`src/rtl/adder_bist.sv`:
```
// Built-in self test for a WIDTH-bit ripple-carry adder: LFSR operands out, {cout,sum} checked against a+b+cin.
// Define BIST_CIN_EN to drive the carry-in from the LFSR; otherwise cin_o is held at 0.
module adder_bist #(
    parameter int unsigned WIDTH       = 4,
    parameter int unsigned NUM_VECTORS = 175,
    parameter logic [15:0] SEED        = 16'hACE1,
    parameter int unsigned ERR_W       = 16
) (
    input  logic             clk,
    input  logic             reset,
    input  logic             start,
    output logic [WIDTH-1:0] a_o,
    output logic [WIDTH-1:0] b_o,
    output logic             cin_o,
    input  logic [WIDTH-1:0] sum_i,
    input  logic             cout_i,
    output logic             busy,
    output logic             done,
    output logic             pass,
    output logic [15:0]      vec_count,
    output logic [ERR_W-1:0] err_count,
    output logic [15:0]      first_fail_idx
);

    typedef enum logic [1:0] {IDLE, DRIVE, CHECK, DONE} state_t;

    localparam logic [15:0] LFSR_MASK = 16'hB400;
    localparam logic [15:0] LAST_VEC  = 16'(NUM_VECTORS - 1);

    state_t             state_q, state_d;
    logic [15:0]        lfsr_q, lfsr_d, lfsr_next;
    logic [WIDTH-1:0]   a_q, a_d, b_q, b_d;
    logic               cin_q, cin_d;
    logic               done_q, done_d, pass_q, pass_d;
    logic [15:0]        vec_q, vec_d, ffi_q, ffi_d;
    logic [ERR_W-1:0]   err_q, err_d;
    logic [WIDTH:0]     exp_sum;
    logic               mismatch;

    // Galois, right shift: feedback taps applied when the bit shifted out is 1
    assign lfsr_next = {1'b0, lfsr_q[15:1]} ^ (lfsr_q[0] ? LFSR_MASK : 16'h0000);
    assign exp_sum   = {1'b0, a_q} + {1'b0, b_q} + {{WIDTH{1'b0}}, cin_q};
    assign mismatch  = {cout_i, sum_i} != exp_sum;

    always_comb begin
        state_d = state_q;
        lfsr_d  = lfsr_q;
        a_d     = a_q;
        b_d     = b_q;
        cin_d   = cin_q;
        done_d  = done_q;
        pass_d  = pass_q;
        vec_d   = vec_q;
        err_d   = err_q;
        ffi_d   = ffi_q;
        case (state_q)
            IDLE, DONE: begin
                if (start) begin
                    lfsr_d  = SEED;
                    vec_d   = '0;
                    err_d   = '0;
                    ffi_d   = 16'hFFFF;
                    done_d  = 1'b0;
                    pass_d  = 1'b0;
                    state_d = DRIVE;
                end
            end
            DRIVE: begin
                a_d = lfsr_q[WIDTH-1:0];
                b_d = lfsr_q[2*WIDTH-1:WIDTH];
`ifdef BIST_CIN_EN
                cin_d = lfsr_q[15];
`else
                cin_d = 1'b0;
`endif
                lfsr_d  = lfsr_next;
                state_d = CHECK;
            end
            CHECK: begin
                if (mismatch) begin
                    if (err_q != {ERR_W{1'b1}})
                        err_d = err_q + 1'b1;
                    // err_count never decreases within a run, so zero means no earlier failure
                    if (err_q == '0)
                        ffi_d = vec_q;
                end
                vec_d = vec_q + 16'd1;
                if (vec_q == LAST_VEC) begin
                    state_d = DONE;
                    done_d  = 1'b1;
                    pass_d  = (err_d == '0);
                end else begin
                    state_d = DRIVE;
                end
            end
            default: state_d = IDLE;
        endcase
    end

    always_ff @(posedge clk) begin
        if (reset) begin
            state_q <= IDLE;
            lfsr_q  <= SEED;
            a_q     <= '0;
            b_q     <= '0;
            cin_q   <= 1'b0;
            done_q  <= 1'b0;
            pass_q  <= 1'b0;
            vec_q   <= '0;
            err_q   <= '0;
            ffi_q   <= 16'hFFFF;
        end else begin
            state_q <= state_d;
            lfsr_q  <= lfsr_d;
            a_q     <= a_d;
            b_q     <= b_d;
            cin_q   <= cin_d;
            done_q  <= done_d;
            pass_q  <= pass_d;
            vec_q   <= vec_d;
            err_q   <= err_d;
            ffi_q   <= ffi_d;
        end
    end

    assign a_o            = a_q;
    assign b_o            = b_q;
    assign cin_o          = cin_q;
    assign busy           = (state_q == DRIVE) || (state_q == CHECK);
    assign done           = done_q;
    assign pass           = pass_q;
    assign vec_count      = vec_q;
    assign err_count      = err_q;
    assign first_fail_idx = ffi_q;

endmodule

```
`config.mk`:
```
export PLATFORM = sky130hd
export DESIGN_NAME = adder_bist
export DESIGN_NICKNAME = d
export VERILOG_FILES = /design/src/rtl/adder_bist.sv
export SDC_FILE = /design/constraint.sdc
export NUM_CORES = 1
export LEC_CHECK = 0
export CORE_UTILIZATION = 51
export CTS_CLUSTER_DIAMETER = 60
export DETAILED_ROUTE_END_ITERATION = 10
export PLACE_DENSITY = 0.89
export SETUP_SLACK_MARGIN = 0.2
export SLEW_MARGIN = 20
export SYNTH_ARGS = -nofsm -noshare
export SYNTH_HDL_FRONTEND = slang
export SYNTH_SLANG_ARGS = --single-unit
```
`constraint.sdc`:
```
create_clock -name clk -period 2.9 [get_ports clk]
set_input_delay 0.435 -clock clk [delete_from_list [all_inputs] [get_ports clk]]
set_output_delay 0.435 -clock clk [all_outputs]
set_load 0.05 [all_outputs]
```
# [After elaboration in Yosys (flattened, before gate mapping)]
# Cells that the tools add are included.
[totals] output_inout_bits=60 inputBits=8 ff_bits=76
[classes] n_eq_ne=10 add_sub_neg=3 reduce_logical=11 mux=21 bitwise=1
[ops] cell="16-bit two-way mux" count=9
[ops] cell="16-bit one-hot mux with 2 select lines" count=4
[ops] cell="16-bit by 1-bit adder with 16-bit output (second input constant)" count=2
[ops] cell="16-bit zero test" count=2
[ops] cell="16-bit by 8-bit == test with 1-bit output (second input constant)" count=1
[ops] cell="16-bit inequality test (second input constant)" count=1
[ops] cell="15-bit by 16-bit XOR with 16-bit output" count=1
[ops] cell="2-bit inequality test (second input constant)" count=4
[ops] cell="2-bit one-hot mux with 3 select lines" count=1
[ops] cell="4-bit by 4-bit adder with 5-bit output" count=1
[ops] cell="5-bit inequality test" count=1
[ops] cell="2-bit == test (second input constant)" count=2
[ops] cell="2-bit two-way mux" count=2
[ops] cell="1-bit one-hot mux with 2 select lines" count=2
[ops] cell="2-bit AND reduction" count=2
[ops] cell="4-bit AND reduction" count=1
[ops] cell="2-bit nonzero test" count=2
[ops] cell="1-bit two-way mux" count=3
[ops] cell="3-bit AND reduction" count=1
[ops] cell="2-bit by 1-bit == test with 1-bit output (second input constant)" count=1
[ops] cell="2-bit zero test" count=1
[ops] cell="2-bit OR reduction" count=1
[ops] cell="1-bit logical OR" count=1

# [Logic depth before layout (Yosys ltp)]
# Gate-level depths: netlist of the first run.
[logic_depth] word_depth=7 mapped_depth=11 depth_no_buf=9

# [Least setup slack after synthesis of the first run]
# No wires, ideal clock.
[synth_timing] path_type="flip-flop to flip-flop" startpoint="register b_q[0] (netlist: b_o[0])" endpoint="register pass_q (netlist: pass)" synth_period_minus_slack_ns=2.956 stages_incl_launch_ff=10 t_arrival_ns=2.872 path_slack_ns=-0.056 path_cell_list="dfxtp_1 -> ha_1 -> fa_1 -> xnor2_1 -> nand2_1 -> or4_4 -> o2111a_1 -> mux2i_1 -> o221ai_1 -> o31ai_2"
[synth_via] elab_chain_len=7
[synth_lines] element="start: declaration" line="32" text="logic [WIDTH-1:0] a_q, a_d, b_q, b_d;"
[synth_lines] element="start signal: assignment" line="105" text="b_q <= '0;"
[synth_lines] element="start signal: assignment" line="116" text="b_q <= b_d;"
[synth_lines] element="4-bit by 4-bit adder with 5-bit output" line="42" text="assign exp_sum = {1'b0, a_q} + {1'b0, b_q} + {{WIDTH{1'b0}}, cin_q};"
[synth_lines] element="5-bit inequality test" line="43" text="assign mismatch = {cout_i, sum_i} != exp_sum;"
[synth_lines] element="16-bit two-way mux" line="80" text="if (mismatch) begin"
[synth_lines] element="16-bit two-way mux" line="56" text="case (state_q)"
[synth_lines] element="16-bit zero test" line="91" text="pass_d = (err_d == '0);"
[synth_lines] element="1-bit two-way mux" line="88" text="if (vec_q == LAST_VEC) begin"
[synth_lines] element="1-bit one-hot mux with 2 select lines" line="56"
[synth_lines] element="end signal: assignment" line="119" text="pass_q <= pass_d;"
[synth_lines] element="end: declaration" line="34" text="logic done_q, done_d, pass_q, pass_d;"
# No other way between the ends. The select of a mux whose other input is x is not followed.
# A chain may end at the register's enable or synchronous reset.

# [Final worst setup path of the first run]
[layout_timing] startpoint="register a_q[0] (netlist: a_o[0])" endpoint="register pass_q (netlist: pass)"
[layout_via] elab_chain_len=7
[layout_lines] element="start: declaration" line="32"
[layout_lines] element="start signal: assignment" line="104" text="a_q <= '0;"
[layout_lines] element="start signal: assignment" line="115" text="a_q <= a_d;"
[layout_lines] element="4-bit by 4-bit adder with 5-bit output" line="42"
[layout_lines] element="5-bit inequality test" line="43"
[layout_lines] element="16-bit two-way mux" line="80"
[layout_lines] element="16-bit two-way mux" line="56"
[layout_lines] element="16-bit zero test" line="91"
[layout_lines] element="1-bit two-way mux" line="88"
[layout_lines] element="1-bit one-hot mux with 2 select lines" line="56"
# No other way between the ends. The select of a mux whose other input is x is not followed.

==> results of run 1 <==
flip-flops by register name, indices dropped and copies added, names as in the netlist:
register        flops
a_o                 4
b_o                 4
done                1
err_count          16
first_fail_idx     16
lfsr_q             16
pass                1
state_q             2
vec_count          16
Yosys cell counts (all sizes together) (2+ instances only):
cell,number
buf,8
o31ai,2
or3,5
and4,5
xor2,16
a21oi,20
o2111a,2
clkbuf,22
a31oi,3
nor3,6
nand3,15
and2,7
nor2,46
dfxtp,76
inv,9
nand2,52
nand4,10
o21ai,16
mux2i,16
nor4,4
mux2,2
or4,2
a311oi,6
ha,11
o22ai,24
and3,9
a41oi,3
a22oi,11
a211oi,6
o211ai,2
xnor2,10
cells by family (layout without fill, tap and decap cells):
| logic type | Yosys count | count (layout) | share of synthesized area, % |
|---|---|---|---|
| compound gates | 102 | 102 | 18.1 |
| xor+xnor | 26 | 26 | 6.12 |
| fa+ha+maj | 12 | 12 | 4.23 |
| buf+inv | 39 | 109 | 4.23 |
| flops | 76 | 76 | 40.9 |
| mux | 18 | 18 | 4.91 |
| other cells | 1 | 1 | 0.101 |
| simple gates | 166 | 166 | 21.4 |
routing by layer:
metal	vias to the layer above	track usage, %	wire length (um)
li1	1723	-	-
met1	1757	37.7	4450
met2	166	46.5	5090
met3	20	5.69	709
met4	0	10.1	145
met5	-	0	0
power by group through the flow:
| stage | clock (W) | combinational, W | sequential, W |
|---|---|---|---|
| 3_5_place_dp | 0 | 0.00130 | 0.00127 |
| 6_report | 0.000938 | 0.00137 | 0.00125 |
| 3_3_place_gp | 0 | 0.00127 | 0.00126 |
| 4_1_cts | 0.000946 | 0.00134 | 0.00125 |
| 2_1_floorplan | 0 | 0.000729 | 0.00144 |
| 5_1_grt | 0.000995 | 0.00147 | 0.00127 |
metrics by stage:
| step | hold slack [ns] | power [W] | worst slack [ns] | instance area [sq um] | cells |
|---|---|---|---|---|---|
| 2_1_floorplan | 0.442 | 0.00217 | 0.202 | 3730 | 440 |
| 3_3_place_gp | 0.456 | 0.00253 | 0.147 | 4520 | 589 |
| 3_5_place_dp | 0.478 | 0.00258 | 0.0379 | 4520 | 589 |
| 4_1_cts | 0.501 | 0.00354 | 0.187 | 4820 | 606 |
| 5_1_grt | 0.524 | 0.00374 | 0.0589 | 4840 | 606 |
| 6_report | 0.497 | 0.00356 | 0.169 | 4840 | 606 |
final timing paths:
| path | depth (start not counted) | startpoint | to |
|---|---|---|---|
| hold reg to reg | 2 | lfsr_q[12]$_SDFFE_PP0P_ | lfsr_q[11]$_SDFFE_PP1P_ |
| hold / removal | 2 | lfsr_q[12]$_SDFFE_PP0P_ | lfsr_q[11]$_SDFFE_PP1P_ |
| setup / recovery | 10 | a_o[0]$_SDFFE_PP0P_ | pass$_SDFFE_PP0P_ |
| setup reg to reg | 10 | a_o[0]$_SDFFE_PP0P_ | pass$_SDFFE_PP0P_ |
worst max-delay path, cell delays in order (launching register included):
cell	delay (ns)
dfxtp_4	0.36
ha_4	0.16
fa_2	0.38
a21o_1	0.21
a21oi_2	0.23
xor2_1	0.13
buf_4	0.19
a211oi_1	0.32
mux2i_1	0.28
o211ai_1	0.14
o31ai_2	0.24
what timing repair did:
item,4_1_cts,5_1_grt
setup endpoints to repair,26,23
cloned,0,0
resized for setup,13,4
pin swaps,5,2
setup buffers,1,0
cell type report:
| class | count | area (sq um) |
|---|---|---|
| Multi-Input combinational cell | 325 | 2130 |
| Fill cell | 564 | 2070 |
| Sequential cell | 76 | 1530 |
| Timing Repair Buffer | 84 | 796 |
| Clock buffer | 10 | 138 |
| Tap cell | 96 | 120 |
| Clock inverter | 6 | 93.8 |
| Inverter | 9 | 33.8 |
==> impl_metrics.env, run 1 <==
export IMPL_rows=30
export IMPL_synth_edff_count=0
export IMPL_slew_headroom_pct=52.9
export IMPL_syn_area_sq_um=3720
export IMPL_synth_area_top_cells="dfxtp_1, nand2_1, nor2_1"
export IMPL_peakVddDrop_uv=680
export IMPL_drc_errors=0
export IMPL_final_common_cell="dfxtp_1"
export IMPL_hold_violations=0
export IMPL_clkPwrFrac_pct=26.3
export IMPL_clock_sinks=76
export IMPL_design_portCount=68
export IMPL_grt_max_degree=35
export IMPL_netlist_instances=440
export IMPL_startpoint_type="flop"
export IMPL_die_width_um=87.4
export IMPL_fp_dieH_um=87.4
export IMPL_antenna_found_initial=0
export IMPL_synth_ff_type="dfxtp_1"
export IMPL_seqPwrFrac_pct=35.2
export IMPL_gr_usage_all_layers_pct=28.6
export IMPL_slew_violations=0
export IMPL_finalSetupViolCount=0
export IMPL_drive_gt1_share_pct=11.4
export IMPL_firstDrtPassIters=5
export IMPL_crit_arrival_ns=3.01
export IMPL_grt_overflow_total=0
export IMPL_tightest_slew_ns=0.687
export IMPL_clock_latency_ns=0.36
export IMPL_p_int_w=0.00215
export IMPL_yosysTopAreaCellShare_pct=40.9
export IMPL_yosysSeqAreaShare_pct=40.9
export IMPL_p_sw_w=0.00141
export IMPL_period_minus_slack_ns=2.73
export IMPL_die_area_sq_um=7650
export IMPL_vias=3666
export IMPL_synth_fp_nets=460
export IMPL_crit_required_ns=3.18
export IMPL_p_comb_share_pct=38.5
export IMPL_post_route_period_util_pct=94.2
export IMPL_post_drt_via_cell_ratio=6.05
export IMPL_final_core_util_pct=70.1
export IMPL_skew_ns=0.00950
export IMPL_diodes=0
export IMPL_synth_async_sr_flop_share_pct=0
export IMPL_drt_wl_total_um=10400
export IMPL_max_cap_violations=0
export IMPL_synth_seq_cells=76
export IMPL_powerDensity_nw_per_um2=737
export IMPL_dp_hpwl_um=7210
export IMPL_grt_pass1_wl_um=16900
export IMPL_drtAntennaViolNets=0
export IMPL_grt_pass1_vias=3407
export IMPL_min_path_type="flop to flop"
export IMPL_clk_pin_slew_ns=0.08
export IMPL_switching_share_pct=39.5
export IMPL_cts_root_buf="clkbuf_8"
export IMPL_clockBufferDepth=2
export IMPL_cts_htree_levels=3
export IMPL_cts_tree="done"
export IMPL_syn_area_per_cell_sq_um=8.46
export IMPL_wl_per_cell_um=17.1
export IMPL_coreArea_sq_um=6910
export IMPL_fin_nets=525
export IMPL_path_class="flop to flop"
export IMPL_io_buffers=66
export IMPL_cp_end_kind="flop"
export IMPL_status="complete, no violations"
export IMPL_rrSetupSlack_ns=0.17
export IMPL_hold_buffers=0
export IMPL_mostFrequentLayoutCells="dfxtp_1, clkdlybuf4s50_1, nand2_1"
export IMPL_initial_utilization_pct=53.9
export IMPL_rsz0062_at_grt="yes"
export IMPL_areaGrowthSynthToFinish_pct=29.9
export IMPL_synth_largest_area_cell="dfxtp_1"
export IMPL_p_leak_nw=1.76
export IMPL_ys_warn_count=0
export IMPL_fmax_mhz=366
export IMPL_crit_path_max_fanout=6
export IMPL_drt_first_iter_violations=319
export IMPL_numCtsBuffers=9
export IMPL_tns_ns=0
export IMPL_gp_congestion=0.982
export IMPL_ys_types=52
Note: power is estimated with default switching activity, not from simulation.
==> run 2, diff against run 1 <==
--- a/config.mk
+++ b/config.mk
@@ -6,7 +6,7 @@
 export NUM_CORES = 1
 export LEC_CHECK = 0
 export CORE_UTILIZATION = 51
-export CTS_CLUSTER_DIAMETER = 60
+export CTS_CLUSTER_DIAMETER = 100
 export DETAILED_ROUTE_END_ITERATION = 10
 export PLACE_DENSITY = 0.89
 export SETUP_SLACK_MARGIN = 0.2
==> results of run 2 <==
The final DEF is identical to that of run 1; final timing and power are the same.
